**src/rtl/button_debounce_array_if.sv**
```systemverilog
// Pin-side and control-side signal bundle for the button debouncer.
// The raw pins flow in. Debounced level, press, release and repeat flow out.
// The release and repeat pulses carry a _pulse suffix because "release" and
// "repeat" are reserved words in SystemVerilog.
interface button_debounce_array_if #(
  parameter int N_BTN = 5
);
  logic [N_BTN-1:0] button_in;
  logic [N_BTN-1:0] level;
  logic [N_BTN-1:0] press;
  logic [N_BTN-1:0] release_pulse;
  logic [N_BTN-1:0] repeat_pulse;

  // Board / stimulus side: drives the pins and observes the debounced results.
  modport master (
    output button_in,
    input  level,
    input  press,
    input  release_pulse,
    input  repeat_pulse
  );

  // Debouncer side: samples the pins and produces the debounced results.
  modport slave (
    input  button_in,
    output level,
    output press,
    output release_pulse,
    output repeat_pulse
  );
endinterface

```
**src/rtl/button_debounce_array.sv**
```systemverilog
// N-channel push-button debouncer.
// Each channel has the following stages:
//   - a 2-FF synchronizer;
//   - a saturating up/down integrator;
//   - a hysteresis level register;
//   - press and release edge pulses;
//   - an IDLE/DELAY/RATE auto-repeat FSM.
// The channels are fully independent. All outputs are registered.
module button_debounce_array #(
  parameter int N_BTN        = 5,
  parameter int CNT_W        = 16,
  parameter int HI_TH        = 49152,
  parameter int LO_TH        = 16384,
  parameter int RPT_W        = 24,
  parameter int REPEAT_DELAY = 12500000,
  parameter int REPEAT_RATE  = 2500000
) (
  input  logic                   clk,
  input  logic                   rst,
  button_debounce_array_if.slave bus
);

  typedef enum logic [1:0] {
    RPT_IDLE  = 2'd0,
    RPT_DELAY = 2'd1,
    RPT_RATE  = 2'd2
  } rpt_state_t;

  localparam logic [CNT_W-1:0] CNT_MAX  = {CNT_W{1'b1}};
  localparam logic [CNT_W-1:0] CNT_ZERO = {CNT_W{1'b0}};
  localparam logic [CNT_W-1:0] CNT_ONE  = {{(CNT_W-1){1'b0}}, 1'b1};
  localparam logic [CNT_W-1:0] HI_C     = CNT_W'(HI_TH);
  localparam logic [CNT_W-1:0] LO_C     = CNT_W'(LO_TH);

  localparam logic [RPT_W-1:0] RCNT_ZERO = {RPT_W{1'b0}};
  localparam logic [RPT_W-1:0] RCNT_ONE  = {{(RPT_W-1){1'b0}}, 1'b1};
  localparam logic [RPT_W-1:0] DELAY_C   = RPT_W'(REPEAT_DELAY);
  localparam logic [RPT_W-1:0] RATE_C    = RPT_W'(REPEAT_RATE);

  // A zero first-repeat delay turns the repeat feature off entirely.
  localparam bit RPT_EN = (REPEAT_DELAY != 0);

  logic [N_BTN-1:0] sync1_q, sync1_d;
  logic [N_BTN-1:0] sync2_q, sync2_d;
  logic [N_BTN-1:0] level_q, level_d;
  logic [N_BTN-1:0] press_q, press_d;
  logic [N_BTN-1:0] release_q, release_d;
  logic [N_BTN-1:0] repeat_q, repeat_d;

  logic [CNT_W-1:0] cnt_q  [N_BTN];
  logic [CNT_W-1:0] cnt_d  [N_BTN];
  logic [RPT_W-1:0] rcnt_q [N_BTN];
  logic [RPT_W-1:0] rcnt_d [N_BTN];
  rpt_state_t       state_q[N_BTN];
  rpt_state_t       state_d[N_BTN];

  // Synchronizer chain: the integrator sees the pins two edges late.
  always_comb begin
    sync1_d = bus.button_in;
    sync2_d = sync1_q;
  end

  // Integrator and hysteresis level.
  // The level is decided from the registered count, so it lags the count by one edge.
  always_comb begin
    level_d = level_q;
    for (int i = 0; i < N_BTN; i++) begin
      cnt_d[i] = cnt_q[i];
      if (sync2_q[i] && (cnt_q[i] != CNT_MAX)) begin
        cnt_d[i] = cnt_q[i] + CNT_ONE;
      end else if (!sync2_q[i] && (cnt_q[i] != CNT_ZERO)) begin
        cnt_d[i] = cnt_q[i] - CNT_ONE;
      end else begin
        cnt_d[i] = cnt_q[i];
      end

      if (cnt_q[i] >= HI_C) begin
        level_d[i] = 1'b1;
      end else if (cnt_q[i] <= LO_C) begin
        level_d[i] = 1'b0;
      end else begin
        level_d[i] = level_q[i];
      end
    end
  end

  // Edge pulses are derived from the next level, so they register together with the level change.
  always_comb begin
    press_d   = level_d & ~level_q;
    release_d = ~level_d & level_q;
  end

  // Auto-repeat FSM.
  // A falling level overrides everything, so a release never coincides with a repeat.
  always_comb begin
    repeat_d = {N_BTN{1'b0}};
    for (int i = 0; i < N_BTN; i++) begin
      state_d[i] = state_q[i];
      rcnt_d[i]  = rcnt_q[i];
      if (!level_d[i]) begin
        state_d[i] = RPT_IDLE;
        rcnt_d[i]  = RCNT_ZERO;
      end else begin
        case (state_q[i])
          RPT_IDLE: begin
            if (RPT_EN && press_d[i]) begin
              state_d[i] = RPT_DELAY;
              rcnt_d[i]  = RCNT_ONE;
            end else begin
              state_d[i] = RPT_IDLE;
            end
          end
          RPT_DELAY: begin
            if (rcnt_q[i] == DELAY_C) begin
              state_d[i]  = RPT_RATE;
              rcnt_d[i]   = RCNT_ONE;
              repeat_d[i] = 1'b1;
            end else begin
              rcnt_d[i] = rcnt_q[i] + RCNT_ONE;
            end
          end
          RPT_RATE: begin
            if (rcnt_q[i] == RATE_C) begin
              rcnt_d[i]   = RCNT_ONE;
              repeat_d[i] = 1'b1;
            end else begin
              rcnt_d[i] = rcnt_q[i] + RCNT_ONE;
            end
          end
          default: begin
            state_d[i] = RPT_IDLE;
            rcnt_d[i]  = RCNT_ZERO;
          end
        endcase
      end
    end
  end

  // State registers: an asynchronous reset clears everything without emitting a release.
  always_ff @(posedge clk or posedge rst) begin
    if (rst) begin
      sync1_q   <= {N_BTN{1'b0}};
      sync2_q   <= {N_BTN{1'b0}};
      level_q   <= {N_BTN{1'b0}};
      press_q   <= {N_BTN{1'b0}};
      release_q <= {N_BTN{1'b0}};
      repeat_q  <= {N_BTN{1'b0}};
      for (int i = 0; i < N_BTN; i++) begin
        cnt_q[i]   <= CNT_ZERO;
        rcnt_q[i]  <= RCNT_ZERO;
        state_q[i] <= RPT_IDLE;
      end
    end else begin
      sync1_q   <= sync1_d;
      sync2_q   <= sync2_d;
      level_q   <= level_d;
      press_q   <= press_d;
      release_q <= release_d;
      repeat_q  <= repeat_d;
      for (int i = 0; i < N_BTN; i++) begin
        cnt_q[i]   <= cnt_d[i];
        rcnt_q[i]  <= rcnt_d[i];
        state_q[i] <= state_d[i];
      end
    end
  end

  assign bus.level         = level_q;
  assign bus.press         = press_q;
  assign bus.release_pulse = release_q;
  assign bus.repeat_pulse  = repeat_q;

endmodule
```
**src/flat_wrapper.sv**
```systemverilog
// flat-port wrapper written by rule: the top's interface ports become plain ports
module button_debounce_array_flat 
#(
  parameter int N_BTN        = 5,
  parameter int CNT_W        = 16,
  parameter int HI_TH        = 49152,
  parameter int LO_TH        = 16384,
  parameter int RPT_W        = 24,
  parameter int REPEAT_DELAY = 12500000,
  parameter int REPEAT_RATE  = 2500000
)
  (clk, rst, bus_button_in, bus_level, bus_press, bus_release_pulse, bus_repeat_pulse);
  button_debounce_array_if #(.N_BTN(N_BTN)) bus_i ();
  input  logic clk;
  input  logic rst;
  input wire logic [$bits(bus_i.button_in)-1:0] bus_button_in;
  output wire logic [$bits(bus_i.level)-1:0] bus_level;
  output wire logic [$bits(bus_i.press)-1:0] bus_press;
  output wire logic [$bits(bus_i.release_pulse)-1:0] bus_release_pulse;
  output wire logic [$bits(bus_i.repeat_pulse)-1:0] bus_repeat_pulse;
  assign bus_i.button_in = bus_button_in;
  assign bus_level = bus_i.level;
  assign bus_press = bus_i.press;
  assign bus_release_pulse = bus_i.release_pulse;
  assign bus_repeat_pulse = bus_i.repeat_pulse;
  button_debounce_array #(.N_BTN(N_BTN), .CNT_W(CNT_W), .HI_TH(HI_TH), .LO_TH(LO_TH), .RPT_W(RPT_W), .REPEAT_DELAY(REPEAT_DELAY), .REPEAT_RATE(REPEAT_RATE)) u_core (.clk(clk), .rst(rst), .bus(bus_i));
endmodule
```
**config.mk**
```make
export PLATFORM = sky130hd
export DESIGN_NAME = button_debounce_array_flat
export DESIGN_NICKNAME = d
export VERILOG_FILES = /design/src/rtl/button_debounce_array_if.sv /design/src/rtl/button_debounce_array.sv /design/src/flat_wrapper.sv
export SDC_FILE = /design/constraint.sdc
export NUM_CORES = 1
export LEC_CHECK = 0
export CORE_MARGIN = 1.5
export CORE_UTILIZATION = 25
export CTS_BUF_LIST = sky130_fd_sc_hd__clkbuf_2
export DETAILED_ROUTE_END_ITERATION = 10
export PLACE_DENSITY_LB_ADDON = 0.3
export SLEW_MARGIN = 20
export SYNTH_ARGS = -nofsm -noshare
export SYNTH_HDL_FRONTEND = slang
export SYNTH_SLANG_ARGS = --single-unit
```
**constraint.sdc**
```tcl
create_clock -name clk -period 20.6 [get_ports clk]
set_input_delay 5.15 -clock clk [delete_from_list [all_inputs] [get_ports clk]]
set_output_delay 5.15 -clock clk [all_outputs]
set_load 0.02 [all_outputs]
```
# Word level (Yosys, flattened, before mapping)
# Cells that the tools add are included.
# totals
regBits,240
inputBits,7
word_cells,210
# op_classes
add_sub_neg,15
magnitude_cmp,10
eq_ne,40
muxes,85
n_bitwise,4
reduce_logical,35
# op_table
op,n
24-bit two-way mux,20
24-bit one-hot mux with 3 select lines,5
16-bit two-way mux,10
"24-bit by 1-bit adder with 24-bit output, second input constant",5
"24-bit by 22-bit == test with 1-bit output, second input constant",5
"24-bit == test, second input constant",5
"16-bit by 1-bit adder with 16-bit output, second input constant",5
"16-bit >= comparator, second input constant",5
"16-bit by 15-bit <= comparator with 1-bit output, second input constant",5
"16-bit != test, second input constant",5
16-bit nonzero test,5
"16-bit by 1-bit subtractor with 16-bit output, second input constant",5
1-bit two-way mux,30
"3-bit != test, second input constant",10
2-bit one-hot mux with 3 select lines,5
2-bit two-way mux,10
5-bit AND,2
"2-bit by 1-bit == test with 1-bit output, second input constant",5
"2-bit == test, second input constant",5
1-bit logical AND,10
2-bit logical NOT,5
"2-bit != test, second input constant",5
5-bit NOT,2
1-bit one-hot mux with 2 select lines,5
other kinds (3),15

# Logic depth before layout (Yosys ltp)
# Gate-level depths: netlist of run 1.
# logic_depth
word_depth,7
depth_mapped,13

# Worst setup path before layout of run 1
# Ideal clock, no wire load.
# synth_timing
kind,flip-flop to output port
startpoint,register u_core.level_q[1] (netlist: u_core.bus.level[1])
endpoint,output bus_level[1]
arrival_ns,0.501
setup_slack_ns,14.949
stages_incl_launch_ff,1
path_cell_list,dfrtp_1
# synth_rtl
item,line_no,rtl
start: declaration,button_debounce_array.sv:45,"logic [N_BTN-1:0] level_q, level_d;"
start signal: assignment,button_debounce_array.sv:144,level_q <= {N_BTN{1'b0}};
start signal: assignment,button_debounce_array.sv:156,level_q <= level_d;
end: declaration,flat_wrapper.sv:17,output wire logic [$bits(bus_i.level)-1:0] bus_level;
# No word-level cell between the ends.

# Final worst setup path of run 1
# layout_timing
startpoint,register u_core.level_q[1] (netlist: u_core.bus.level[1])
endpoint,output bus_level[1]
# No word-level cell between the ends.

==> key figures, run 1 <==
Outcome
  – Status: finished clean

Clock tree
  – Num CTS Buffers: 76
  – Clock Tree Buf Depth: 3
  – Cts hold-fix bufs: 0
  – Post-CTS Resized: 0
  – Number of setup buffers added after CTS: 0
  – Clk pin slew, worst setup/hold paths: 0.08 ns
  – TritonCTS Sinks: 240
  – Clk root buf: clkbuf_2
  – CTS tree: built
  – CTS H-tree depth: 3
  – Worst-skew pair later-pin latency: 0.99 ns

Critical path
  – Reg-to-Reg Start: u_core.cnt_q[41]
  – RR Endpoint: u_core.cnt_q[46]
  – Crit end category: output pin
  – CP max stage cell: clkdlybuf4s50_1
  – R2R setup slack: 16.52 ns
  – CP Cell Sequence: clkdlybuf4s50_1
  – Worst path max stage delay: 0.65 ns
  – CP top delay family: buffers and inverters
  – Arr. time, crit path: 2.05 ns
  – Crit path from: u_core.bus.level[1]
  – Crit-path max FO: 8
  – R2r worst-path depth: 13
  – Worst path bufs/invs: 1
  – Setup crit start kind: register
  – WS Path Type: reg -> out
  – Critical path depth: 1
  – Req. time, crit path: about 15 ns

Worst hold path
  – Hold EP: u_core.sync2_q[3]
  – Hold WC Path Type: reg -> reg
  – Cell count of the worst hold path: 0
  – Hold Startpoint: u_core.sync1_q[3]

Routing
  – DRC: 0
  – DR vias/cell: 4.83
  – DRT Pass-1 Iters: 5
  – Post-Route WL: 34,200 um
  – Post-DRT Antenna Nets: 0
  – Per-cell routed wire length: about 14 um
  – Via count: 12.3k
  – DRT iter0 DRCs: 584

Yosys
  – Synthesized area per cell: between 8 and 9 um2
  – Post-synth ARST share: 1.00
  – Seq/Total Area, Yosys: 0.410
  – Syn nets: 1,758
  – Syn Inst Count: 1,638
  – Seq cells post-synth: 240
  – Synthesized area: approximately 15,000 um2
  – EDFF count, synth: 0
  – Top_reg_cell synth: dfrtp_1
  – Count of cell types in the netlist: 64
  – Synth warn: 0

Timing
  – Setup ws final: approximately 13 ns
  – Measured slew at the worst slew-check pin: 1.05 ns
  – Worst slew margin: 0.280
  – RSZ-0062 raised after global routing: no
  – Setup Viol. Count Final: 0
  – Fin crit share: 0.349
  – Crit path time final: 7.20 ns
  – Worst Clk Skew: 0.0923 ns
  – Fin. Hold Viols: 0
  – Final TNS setup: 0 ns
  – Fmax: between 100 and 150 MHz
  – Final slew viol count: 0

Die
  – Initial Util: 0.253
  – Die ar.: 60,000 um2
  – Die H: around 250 um
  – # IOs: 27
  – Row cnt: slightly below 90
  – Core Area: 57,800 um2
  – Die span in x: around 250 um

Power
  – Peak VDD IR: 0.0000431 V
  – Leak: 7.02 nW
  – Power Dens Cells: 125 nW/um2

Place
  – HPWL after detailed placement: 23,100 um
  – Post-DP Area: between 15,000 and 20,000 um2
  – Placer congestion estimate: a little under 0.8
  – PortBufs: 26
  – Pre-CTS setup slack: between 10 and 15 ns

Final layout
  – Layout Nets: 1,840
  – Layout cells sized above 1: 0.0832
  – P&R area growth vs syn: 12.6%
  – Commonest non-fill, non-tap cells in the layout: dfrtp_1 (240), nor2_1 (190), o21ai_0 (171), nand2_1 (130)
  – FILL cells: 6,132
  – Cell area after layout: 16,500 um2
  – Most common cell after layout, fill and taps aside: dfrtp_1

Job
  – Max cap viols: 0

GRT
  – GR Overflow Total: 0
  – Vias in the first global route: 12.1k
  – First-pass GRT wire length: 58,400 um
  – Total GRT Usage: 0.116
  – Initial antenna violation count: 2
  – Largest net degree at the start of global routing: 118
## power by group
group          switching, mW  internal (mW)
Clock                  0.221          0.138
Combinational          0.607          0.401
Sequential             0.121          0.581
Total                  0.948           1.12
## sequential cells by signal (all words and copies together) (netlist names)
signal,cells
u_core.rcnt_q,120
u_core.cnt_q,80
u_core.state_q,10
u_core.bus.level,5
u_core.bus.press,5
u_core.bus.release_pulse,5
u_core.bus.repeat_pulse,5
u_core.sync1_q,5
u_core.sync2_q,5
## worst max-delay path by stage
| stage | endpoint | slack [ns] |
|---|---|---|
| 3_5_place_dp | u_core.rcnt_q[106] | 13.28 |
| 6_report | bus_level[1] | 13.40 |
| 5_1_grt | bus_level[4] | 13.21 |
| 3_3_place_gp | u_core.rcnt_q[58] | 13.29 |
| 2_1_floorplan | u_core.bus.level[0] | 8.86 |
| 4_1_cts | bus_level[1] | 13.24 |
## layer usage
layer  wire length [um]  track usage
met1              16100        0.147
met2              16000        0.188
met3               1360       0.0283
met4                876       0.0492
met5                  0            0
## stage by stage
step | hold WS (ns) | instances | utilization | power, mW
2_1_floorplan | 0.331 | 1638 | - | 1.46
3_3_place_gp | 0.335 | 2407 | 0.274 | 1.70
3_5_place_dp | 0.337 | 2407 | 0.274 | 1.72
4_1_cts | 0.358 | 2532 | 0.285 | 2.11
5_1_grt | 0.364 | 2535 | 0.285 | 2.28
6_report | 0.354 | 2536 | 0.285 | 2.07
## cell type report
class                   instances  area [um2]  area share
diodes                          4        10.0    0.000607
clock buffers                 108         541      0.0328
clock inverters                17        67.6     0.00410
inverters                      81         312      0.0189
multi-input cells            1282        8230       0.499
flip-flops and latches        240        6010       0.364
well taps                     765         957      0.0581
repair buffers                 39         358      0.0217
## cells in the mapped netlist (28+ instances only)
cell type	n	area (um2)
o31ai_1	28	210
dfrtp_1	240	6010
nor3_1	36	180
nand3_1	55	275
inv_1	81	304
ha_1	108	1350
xor2_1	84	736
clkbuf_1	30	113
o21ai_0	171	856
a21oi_1	101	505
nor2_1	190	713
xnor2_1	35	307
nand4_1	62	388
nand2_1	130	488
## cell families (layout without fill, tap and decap cells)
group	count (synthesis)	in the layout	share of synthesized area
other	0	4	0
buffers and inverters	116	245	0.0302
muxes	10	10	0.00684
and+or+nand+nor	635	635	0.217
xor gates and xnor gates	119	119	0.0712
adders and majority gates	113	113	0.0991
DFF	240	240	0.410
AOI/OAI and AO/OA	405	405	0.165
Power figures use the tool's default switching activity.
==> run 2, diff against run 1 <==
Clock period 20.6 ns to 5.9 ns, I/O delays scaled along.
==> run 2 against run 1 <==
Net effect:
- die area stayed put
- global-route usage hardly changed
- cell count hardly changed
- largest power group unchanged
- highest routed layer unchanged
==> key figures, run 2 (synthesis results as in run 1) <==
Timing
  – Final slew viol count: 0 (unchanged)
  – Final TNS setup: 0 ns (unchanged)
  – Fin crit share: 0.617
  – RSZ-0062 raised after global routing: no
  – Measured slew at the worst slew-check pin: 0.898 ns (-0.155 ns)
  – Fin. Hold Viols: 0 (unchanged)
  – Crit path time final: 3.64 ns
  – Fmax: between 200 and 300 MHz
  – Worst Clk Skew: 0.0661 ns (-0.0261 ns)
  – Worst slew margin: 0.386 (+0.106)
  – Setup Viol. Count Final: 0 (unchanged)

Final layout
  – Multi-input logic area: 8230 um2 (unchanged)
  – Largest Register: u_core.rcnt_q
  – Post-layout util: 0.286 (+0.00134)
  – Register area: 6010 um2 (unchanged)
  – Layout cells sized above 1: 0.0826 (-0.000613)
  – Most common cell after layout, fill and taps aside: dfrtp_1
  – Top Registers: u_core.rcnt_q (120), u_core.cnt_q (80), u_core.state_q (10)
  – Commonest non-fill, non-tap cells in the layout: dfrtp_1 (240), nor2_1 (190), o21ai_0 (171), nand2_1 (130), ha_1 (108)
  – P&R area growth vs syn: 13.1%
  – FILL cells: 6,137 (+0.082%)
  – Max reg flops: 120 (unchanged)
  – Layout Nets: 1,838 (-0.11%)

Worst hold path
  – Cell count of the worst hold path: 0 (unchanged)
  – Hold WC Path Type: reg -> reg

Place
  – HPWL after detailed placement: 22,600 um (-2.0%)
  – PortBufs: 26 (unchanged)
  – Placer congestion estimate: 0.801 (+1.6%)

Power
  – Power Dens Cells: 441 nW/um2 (+250%)
  – Sequential cell fraction of total power: 0.334 (-0.005)
  – Sw frac: 0.449 (-0.00925)
  – P_int: 4.02 mW (+260%)
  – Leak: 7.06 nW (+0.44%)
  – Net switching power figure: 3.28 mW (+250%)
  – Peak VDD IR: 0.000133 V (+210%)
  – Comb power frac: 0.478 (-0.009)
  – Clock power share: 0.188 (+0.014)

Routing
  – DRC: 0 (unchanged)
  – Via count: 12.2k (-0.70%)
  – Post-DRT Antenna Nets: 0 (unchanged)
  – DRT iter0 DRCs: 724 (+24%)
  – Per-cell routed wire length: 13.3 um (-1.2%)
  – DR vias/cell: 4.80 (-0.62%)
  – DRT Pass-1 Iters: 5 (unchanged)
  – Post-Route WL: 33,800 um (-1.3%)

GRT
  – Initial antenna violation count: 1 (-1)
  – Largest net degree at the start of global routing: 130 (+10%)
  – GR Overflow Total: 0 (unchanged)
  – First-pass GRT wire length: 58,700 um (+0.42%)
  – Vias in the first global route: 12.3k (+1.7%)
  – Total GRT Usage: 0.116 (-0.000393)

Clock tree
  – Number of setup buffers added after CTS: 0 (unchanged)
  – CTS H-tree depth: 3 (unchanged)
  – Cts hold-fix bufs: 0 (unchanged)
  – TritonCTS Sinks: 240 (unchanged)
  – Num CTS Buffers: 74 (-2.6%)
  – CTS tree: built
  – Clk root buf: clkbuf_2
  – Worst-skew pair later-pin latency: 0.96 ns (-0.03 ns)
  – Clock Tree Buf Depth: 3 (unchanged)
  – Clk pin slew, worst setup/hold paths: 0.10 ns (+0.02 ns)
  – Post-CTS Resized: 0 (unchanged)

Die
  – Initial Util: 0.253 (unchanged)
  – # IOs: 27 (unchanged)
  – Core Area: 57,800 um2 (unchanged)
  – Row cnt: 88 (unchanged)
  – Die span in x: 245 um (unchanged)
  – Die H: 245 um (unchanged)
  – Die ar.: 60,000 um2 (unchanged)

Critical path
  – CP Cell Sequence: nand4_1 > o41ai_2 > buf_4 > inv_1 > fa_1 > nor2b_1 > o21ai_0 > a21oi_1 > o21ai_0 > a211oi_1 > o21ai_0 > or4_1 > nand3_1
  – WS Path Type: reg -> reg
  – Crit end category: register
  – Req. time, crit path: 6.78 ns (-8.67 ns)
  – Worst path bufs/invs: 2 (+1)
  – Setup crit start kind: register
  – Critical path depth: 13 (+12)
  – Crit-path max FO: 17 (+9)
  – R2r worst-path depth: 13 (unchanged)
  – CP top delay family: compound AO/OA/AOI/OAI gates
  – CP max stage cell: o41ai_2
  – Arr. time, crit path: 4.52 ns (+2.47 ns)
  – CP most frequent cell: o21ai_0
  – Worst path max stage delay: 0.47 ns (-0.18 ns)

Job
  – Max cap viols: 0 (unchanged)

Outcome
  – Status: finished clean
[run 2: cell count changes in the layout (fill, tap and decap cells not counted)]
cell	change
diode_2	-3
inv_8	-1
clkbuf_2	-3
inv_2	-1
buf_4	-1
buf_12	+1
clkinv_2	+1
bufinv_16	+3
clkinv_1	+2
[run 2: power groups by stage]
stage	Clock (mW)	Sequential [mW]	Combinational, mW
after detailed placement	0	2.47	3.50
after floorplan	0	2.38	2.70
after global routing	1.56	2.51	3.99
after CTS	1.47	2.44	3.52
after global placement	0	2.46	3.45
final	1.37	2.44	3.49
[run 2: metal layers]
metal  GRT usage  wire (um)  vias up
met4      0.0530        858        0
li1            -          -     6091
met2       0.189      15800      156
met1       0.145      15900     5858
met3      0.0260       1290       63
met5           0          0        -
[run 2: final cells by class]
class / instances / area share
diodes: 1 / 0.000151
repair buffers: 39 / 0.0224
well taps: 765 / 0.0578
flip-flops and latches: 240 / 0.363
inverters: 81 / 0.0186
multi-input cells: 1282 / 0.497
clock buffers: 105 / 0.0317
clock inverters: 21 / 0.00960
[run 2: worst paths after layout]
kind | endpoint | from | slack [ns]
worst min-delay path | u_core.sync2_q[2] | u_core.sync1_q[2] | 0.34
worst min register to register | u_core.sync2_q[2] | u_core.sync1_q[2] | 0.34
worst max register to register | u_core.cnt_q[46] | u_core.cnt_q[41] | 2.26
max in group asynchronous | u_core.bus.release_pulse[2] | rst | 3.65
worst max-delay path | u_core.cnt_q[46] | u_core.cnt_q[41] | 2.26
min in group asynchronous | u_core.rcnt_q[109] | rst | 1.00
[run 2: metrics by stage]
| step | power [mW] | instance area, um2 | worst slack (ns) | hold slack (ns) | cells |
|---|---|---|---|---|---|
| 2_1_floorplan | 5.08 | 14600 | 1.23 | 0.331 | 1638 |
| 3_3_place_gp | 5.92 | 15900 | 2.39 | 0.334 | 2407 |
| 3_5_place_dp | 5.96 | 15900 | 2.36 | 0.335 | 2407 |
| 4_1_cts | 7.43 | 16600 | 2.18 | 0.336 | 2533 |
| 5_1_grt | 8.06 | 16600 | 1.90 | 0.345 | 2534 |
| 6_report | 7.31 | 16600 | 2.26 | 0.338 | 2534 |
